<file path="config.mk">
export PLATFORM = sky130hd
export DESIGN_NAME = iris_layer_sequencer
export DESIGN_NICKNAME = d
export VERILOG_FILES = /design/src/rtl/iris_pkg.sv /design/src/rtl/iris_argmax3.sv /design/src/rtl/iris_layer_sequencer.sv
export SDC_FILE = /design/constraint.sdc
export NUM_CORES = 1
export LEC_CHECK = 0
export BUFFER_PORTS_ARGS = -buffer_cell sky130_fd_sc_hd__clkbuf_2
export CAP_MARGIN = 20
export CORE_MARGIN = 2
export CORE_UTILIZATION = 30
export CTS_CLUSTER_SIZE = 12
export DETAILED_ROUTE_END_ITERATION = 7
export PLACE_DENSITY = 0.55
export SYNTH_ARGS = -nofsm -noshare
export SYNTH_HDL_FRONTEND = slang
export SYNTH_HIERARCHICAL = 1
export SYNTH_SLANG_ARGS = --single-unit
</file>
<file path="constraint.sdc">
create_clock -name clk -period 1.7 [get_ports clk]
set_input_delay 0 -clock clk [delete_from_list [all_inputs] [get_ports clk]]
set_output_delay 0 -clock clk [all_outputs]
set_load 0.02 [all_outputs]
</file>
<file path="src/rtl/iris_pkg.sv">
// Shared types and constants for the Iris layer sequencer slice.
package iris_pkg;

    // Enabled cycles a neuron needs for one full pass (FLUSH/IDLE back to IDLE)
    localparam int NEURON_LATENCY = 7;

    // Width of the class index (three output classes)
    localparam int CLASS_W = 2;

    // Default fixed-point width of features and scores
    localparam int IRIS_DATA_WIDTH = 8;

    // Sequencer states
    typedef enum logic [2:0] {
        ST_WARMUP = 3'd0,
        ST_READY  = 3'd1,
        ST_RUN    = 3'd2,
        ST_EVAL   = 3'd3,
        ST_OUTPUT = 3'd4
    } seq_state_t;

    // Packed output-layer score vector, score 0 in the most significant slice
    typedef logic [3*IRIS_DATA_WIDTH-1:0] score_vec_t;

endpackage

</file>
<file path="src/rtl/iris_argmax3.sv">
// Combinational 3-input signed argmax; ties resolve to the lowest index.
// Score 0 occupies the most significant slice of the packed input.
module iris_argmax3
    import iris_pkg::*;
#(
    parameter int DATA_WIDTH = 8
) (
    input  logic [3*DATA_WIDTH-1:0]  scores,
    output logic [CLASS_W-1:0]       idx,
    output logic signed [DATA_WIDTH-1:0] max_score
);

    logic signed [DATA_WIDTH-1:0] s0_s;
    logic signed [DATA_WIDTH-1:0] s1_s;
    logic signed [DATA_WIDTH-1:0] s2_s;

    assign s0_s = scores[3*DATA_WIDTH-1 -: DATA_WIDTH];
    assign s1_s = scores[2*DATA_WIDTH-1 -: DATA_WIDTH];
    assign s2_s = scores[DATA_WIDTH-1 -: DATA_WIDTH];

    // Strictly-greater comparisons so an equal later score never displaces an earlier one
    always_comb begin
        idx       = CLASS_W'(0);
        max_score = s0_s;
        if (s1_s > max_score) begin
            idx       = CLASS_W'(1);
            max_score = s1_s;
        end else begin
            idx       = idx;
            max_score = max_score;
        end
        if (s2_s > max_score) begin
            idx       = CLASS_W'(2);
            max_score = s2_s;
        end else begin
            idx       = idx;
            max_score = max_score;
        end
    end

endmodule

</file>
<file path="src/rtl/iris_layer_sequencer.sv">
// Iris network sequencer: warm-up pass after reset, sample capture, one-layer-
// at-a-time enable sequencing and argmax reduction of the output-layer scores.
module iris_layer_sequencer
    import iris_pkg::*;
#(
    parameter int DATA_WIDTH     = 8,
    parameter int NUM_LAYERS     = 3,
    parameter int NEURON_LATENCY = iris_pkg::NEURON_LATENCY
) (
    input  logic                         clk,
    input  logic                         rst,
    input  logic                         in_valid,
    output logic                         in_ready,
    input  logic [4*DATA_WIDTH-1:0]      x_in,
    output logic [4*DATA_WIDTH-1:0]      x_reg,
    output logic [NUM_LAYERS-1:0]        layer_en,
    output logic [NUM_LAYERS-1:0]        layer_run,
    input  logic [3*DATA_WIDTH-1:0]      y_out,
    output logic                         out_valid,
    input  logic                         out_ready,
    output logic [CLASS_W-1:0]           class_id,
    output logic signed [DATA_WIDTH-1:0] class_score,
    output logic                         busy
);

    localparam int          LIDX_W   = (NUM_LAYERS > 1) ? $clog2(NUM_LAYERS) : 1;
    localparam logic [2:0]  CNT_LAST = 3'(NEURON_LATENCY - 1);
    localparam logic [LIDX_W-1:0] LIDX_LAST = LIDX_W'(NUM_LAYERS - 1);

    seq_state_t              state_r;
    seq_state_t              state_s;
    logic [2:0]              cnt_r;
    logic [2:0]              cnt_s;
    logic [LIDX_W-1:0]       lidx_r;
    logic [LIDX_W-1:0]       lidx_s;
    logic                    load_x_s;
    logic                    load_res_s;
    logic [CLASS_W-1:0]      arg_idx_s;
    logic signed [DATA_WIDTH-1:0] arg_score_s;

    iris_argmax3 #(
        .DATA_WIDTH (DATA_WIDTH)
    ) u_argmax (
        .scores    (y_out),
        .idx       (arg_idx_s),
        .max_score (arg_score_s)
    );

    // Control state, cycle counter and layer index registers
    always_ff @(posedge clk or posedge rst) begin
        if (rst) begin
            state_r <= ST_WARMUP;
            cnt_r   <= 3'd0;
            lidx_r  <= '0;
        end else begin
            state_r <= state_s;
            cnt_r   <= cnt_s;
            lidx_r  <= lidx_s;
        end
    end

    // Next-state logic: warm-up count, acceptance, per-layer pass counting, result handshake
    always_comb begin
        state_s    = state_r;
        cnt_s      = cnt_r;
        lidx_s     = lidx_r;
        load_x_s   = 1'b0;
        load_res_s = 1'b0;
        case (state_r)
            ST_WARMUP: begin
                if (cnt_r == CNT_LAST) begin
                    cnt_s   = 3'd0;
                    state_s = ST_READY;
                end else begin
                    cnt_s = cnt_r + 3'd1;
                end
            end
            ST_READY: begin
                if (in_valid) begin
                    load_x_s = 1'b1;
                    lidx_s   = '0;
                    cnt_s    = 3'd0;
                    state_s  = ST_RUN;
                end else begin
                    state_s = ST_READY;
                end
            end
            ST_RUN: begin
                if (cnt_r == CNT_LAST) begin
                    cnt_s = 3'd0;
                    if (lidx_r < LIDX_LAST) begin
                        lidx_s = lidx_r + LIDX_W'(1);
                    end else begin
                        state_s = ST_EVAL;
                    end
                end else begin
                    cnt_s = cnt_r + 3'd1;
                end
            end
            ST_EVAL: begin
                load_res_s = 1'b1;
                state_s    = ST_OUTPUT;
            end
            ST_OUTPUT: begin
                if (out_ready) begin
                    state_s = ST_READY;
                end else begin
                    state_s = ST_OUTPUT;
                end
            end
            default: begin
                state_s = ST_WARMUP;
                cnt_s   = 3'd0;
                lidx_s  = '0;
            end
        endcase
    end

    // Output decode from registered state only; Run always mirrors En so IDLE never sees En without Run
    always_comb begin
        layer_en  = '0;
        in_ready  = 1'b0;
        out_valid = 1'b0;
        busy      = 1'b1;
        case (state_r)
            ST_WARMUP: begin
                layer_en = '1;
            end
            ST_READY: begin
                in_ready = 1'b1;
                busy     = 1'b0;
            end
            ST_RUN: begin
                for (int k = 0; k < NUM_LAYERS; k++) begin
                    layer_en[k] = (lidx_r == LIDX_W'(k));
                end
            end
            ST_EVAL: begin
                layer_en = '0;
            end
            ST_OUTPUT: begin
                out_valid = 1'b1;
            end
            default: begin
                layer_en = '0;
            end
        endcase
        layer_run = layer_en;
    end

    // Feature register: loads only on input acceptance, stable for the whole pass
    always_ff @(posedge clk or posedge rst) begin
        if (rst) begin
            x_reg <= '0;
        end else if (load_x_s) begin
            x_reg <= x_in;
        end else begin
            x_reg <= x_reg;
        end
    end

    // Result registers: capture the argmax of the output-layer scores during EVAL
    always_ff @(posedge clk or posedge rst) begin
        if (rst) begin
            class_id    <= CLASS_W'(0);
            class_score <= '0;
        end else if (load_res_s) begin
            class_id    <= arg_idx_s;
            class_score <= arg_score_s;
        end else begin
            class_id    <= class_id;
            class_score <= class_score;
        end
    end

endmodule
</file>
==> results by group <==
Outcome
  – Outcome: finished, violations left
  – Failing checks: setup timing

Routing
  – Iter 0 DRT Violations: 52
  – # DRC: 0
  – Wire per inst: 14.2 um
  – Via count: 2685
  – Antenna-violating nets left: 0
  – Vias per inst: 4.61
  – Total Wirelength: 8290 um
  – Pre-antenna DRT Iters: 4

Critical path
  – CP max stage cell: or3_4
  – R2r worst-path depth: 4
  – Worst Path Required: 1880 ps
  – Setup CP Type: input port to register
  – CP most frequent cell: ha_4
  – CP cell instances: clkbuf_16 > inv_12 > ha_4 > and4_4 > o211ai_4 > and3b_2 > or3_4 > and2_4 > ha_4 > o21ai_2 > a21oi_4 > o221ai_4 > buf_6 > a211oi_2 > a31oi_1 > mux2_4
  – Setup crit start kind: input port
  – Worst stage delay on the critical path: 330 ps
  – WP data arrival: 2890 ps
  – CP max FO: 8
  – Worst setup EP type: register

STA
  – Unrepaired setup endpoints after global routing: true
  – Minimum clock period: 2710 ps
  – Worst Max-Slew Pin Slew: 370 ps
  – Setup-failing EPs final: 10
  – Max-slew headroom: 75.2%
  – Final Max Tran Viols: 0
  – PnR worst setup slack: -1010 ps
  – Clk_skew: 4.73 ps
  – F_max: 369 MHz
  – Tcrit/Tclk final: 159%
  – Final hold violation count: 0
  – Setup TNS: -9750 ps

CTS
  – TritonCTS clock tree: done
  – CTS root buf: clkbuf_8
  – Clk Latency, worst-skew pair: 290 ps
  – TritonCTS Sinks: 50
  – Clock transition at the registers of the reported paths: 80 ps
  – CTS buffer count: 5
  – Clock Path Buffers: 2
  – H-tree levels: 2

Floorplan
  – FP Rows: 36
  – Initial Util: 30.3%
  – Die width: 103 um
  – Die Y: 103 um
  – Core ar.: 0.00964 mm^2
  – Die Footprint: 0.0106 mm^2
  – Top-Level Pins: 111

Yosys
  – Yosys Warn Count: 6
  – Netlist cell types: 50
  – Net Count, Synth: 330
  – Yosys top cell area share: 42.8%
  – Largest cells by area after synthesis: dfrtp_1 43%, mux2_1 13%, ha_1 8.1%, mux2_4 4.6%, inv_1 2.3%
  – Mean post-synth cell area: 11.7 um^2
  – Synthesized flop and latch total: 50
  – FFs w/ async S/R, synth: 100%
  – Yosys top cell by area: dfrtp_1
  – Post-Synthesis Cells: 251
  – Top_reg_cell synth: dfrtp_1
  – Post-synthesis sequential area ratio: 42.8%
  – EDFF count, synth: 0
  – Mapped Area: 0.00293 mm^2

Placed design
  – Post-DP HPWL: 5550 um
  – RePlAce Congestion: 0.846
  – Dpl ws: -1480 ps
  – Port Buf Inserts: 110
  – Dpl cell area: 0.00399 mm^2
  – Inst Count DP: 522

Cells and area
  – Reg area: 0.00125 mm^2
  – Area of the multi-input gates: 0.00195 mm^2
  – Fraction of layout cells with a size suffix above 1: 57.0%
  – Final Non-Filler Cells: 582
  – N_diodes: 0
  – Utilization after layout: 51.6%
  – Area Overhead vs Synth: 70.2%
  – Final nets: 528
  – Filler Cell Count: 827
  – Max reg flops: 32
  – Fin area: 0.00498 mm^2

Flow run
  – Maxcap violations: 0

Power
  – PwrDens: 1300 mW/mm^2
  – Lkg Pwr: 2.34 nW
  – Peak VDD IR: 461 uV

Global route
  – Initial antenna violation count: 0
  – Global-route usage over all layers: 15.3%
  – Largest net degree at the start of global routing: 43
  – First-pass GRT wire length: 12800 um
  – Vias in the first global route: 2798
  – Total grt overflow: 0

Hold path
  – Class of the tightest hold or removal check: input port to async pin
critical path, delay by kind of cell:
| family | cells | cell delay, ps |
|---|---|---|
| AOI/OAI and AO/OA | 6 | 760 |
| buffers and inverters | 3 | 320 |
| adders and majority gates | 2 | 550 |
| and+or+nand+nor | 4 | 1000 |
| muxes | 1 | 270 |
worst paths after layout:
path | from | end | slack [ps]
worst max-delay path | y_out[23] | class_score[7]$_DFFE_PP0N_ | -1010
max in group asynchronous | rst | x_reg[21]$_DFFE_PP0P_ | 1050
worst max register to register | state_r[1]$_DFFE_PP0P_ | x_reg[4]$_DFFE_PP0P_ | 220
worst min-delay path | rst | x_reg[26]$_DFFE_PP0P_ | 170
worst min register to register | x_reg[3]$_DFFE_PP0P_ | x_reg[3]$_DFFE_PP0P_ | 490
min in group clk | y_out[0] | class_score[0]$_DFFE_PP0N_ | 180
cells by family (layout without fill, tap and decap cells):
family	after synthesis	after routing	share of synthesized area, %
adder cells (fa/ha/maj)	19	19	8.13
buffers and inverters	31	225	5.77
multiplexers	45	46	18.4
AO/OA/AOI/OAI	53	55	13.4
flip-flops	50	50	42.8
AND/OR/NAND/NOR	53	54	11.5
per-layer routing:
layer | vias to the layer above | part of all wire, % | GRT usage [%]
li1 | 1323 | - | -
met2 | 98 | 52 | 29.8
met3 | 10 | 6.9 | 3.66
met1 | 1254 | 40 | 16.4
met5 | - | 0 | 0
met4 | 0 | 1.3 | 4.15
through the flow:
stage                     hold slack (ps)  power (mW)
after floorplan                       111        4.24
after global placement              -86.6        5.23
after CTS                             142        6.45
final                                 168        6.49
after detailed placement            -94.1        5.28
after global routing                  179        6.99
layout make-up:
cell class                 instances  share of cell area [%]
clock buffer                       6                    1.66
clock inverter                     1                   0.603
inverter                          18                    1.76
multi-input combinational        174                    39.1
sequential                        50                    25.1
tap                              133                    3.34
timing repair buffer             200                    28.4
cell usage in the layout (no fill, tap or decap), drive strengths merged, types with 2 or more instances in the layout:
cell | synthesis | routed
a211oi | 9 | 9
mux2 | 43 | 44
or3 | 8 | 8
a21oi | 4 | 5
nor2 | 9 | 9
nor3b | 3 | 3
dlygate4sd3 | 0 | 35
nand2 | 5 | 5
o22ai | 3 | 3
buf | 13 | 62
o221ai | 2 | 2
and2 | 8 | 8
inv | 18 | 18
o21ai | 11 | 11
a21o | 2 | 3
a31oi | 10 | 10
nor2b | 2 | 2
ha | 19 | 19
clkbuf | 0 | 109
mux2i | 2 | 2
and3b | 3 | 4
nand4 | 3 | 3
o21a | 4 | 4
or2 | 2 | 2
dfrtp | 50 | 50
nand2b | 5 | 5
cell usage after synthesis (2+ instances only):
cell type	number
dfrtp_1	50
mux2_1	33
ha_1	19
inv_1	18
a31oi_1	10
o21ai_0	10
mux2_4	9
a211oi_1	8
and2_1	8
nor2_1	8
or3_1	8
buf_4	7
nand2b_1	5
nand2_1	4
o21a_1	4
a21oi_1	3
buf_2	3
buf_6	3
nand4_1	3
o22ai_1	3
a21o_1	2
and3b_1	2
mux2i_1	2
nor2b_1	2
nor3b_1	2
power by group:
part | internal (mW) | switching, mW | leakage, nW
logic | 1.64 | 1.93 | 1.67
clock network | 0.471 | 0.354 | 0.0573
registers | 1.76 | 0.344 | 0.606
timing repair:
item,4_1_cts,5_1_grt
hold buffers,35,0
buffers inserted,7,7
endpoints found under the hold margin,84,0
cloned,4,0
pin swaps,4,16
setup endpoints to repair,10,10
gates resized for setup,50,33
No activity file was read; power rests on OpenSTA's default activity.
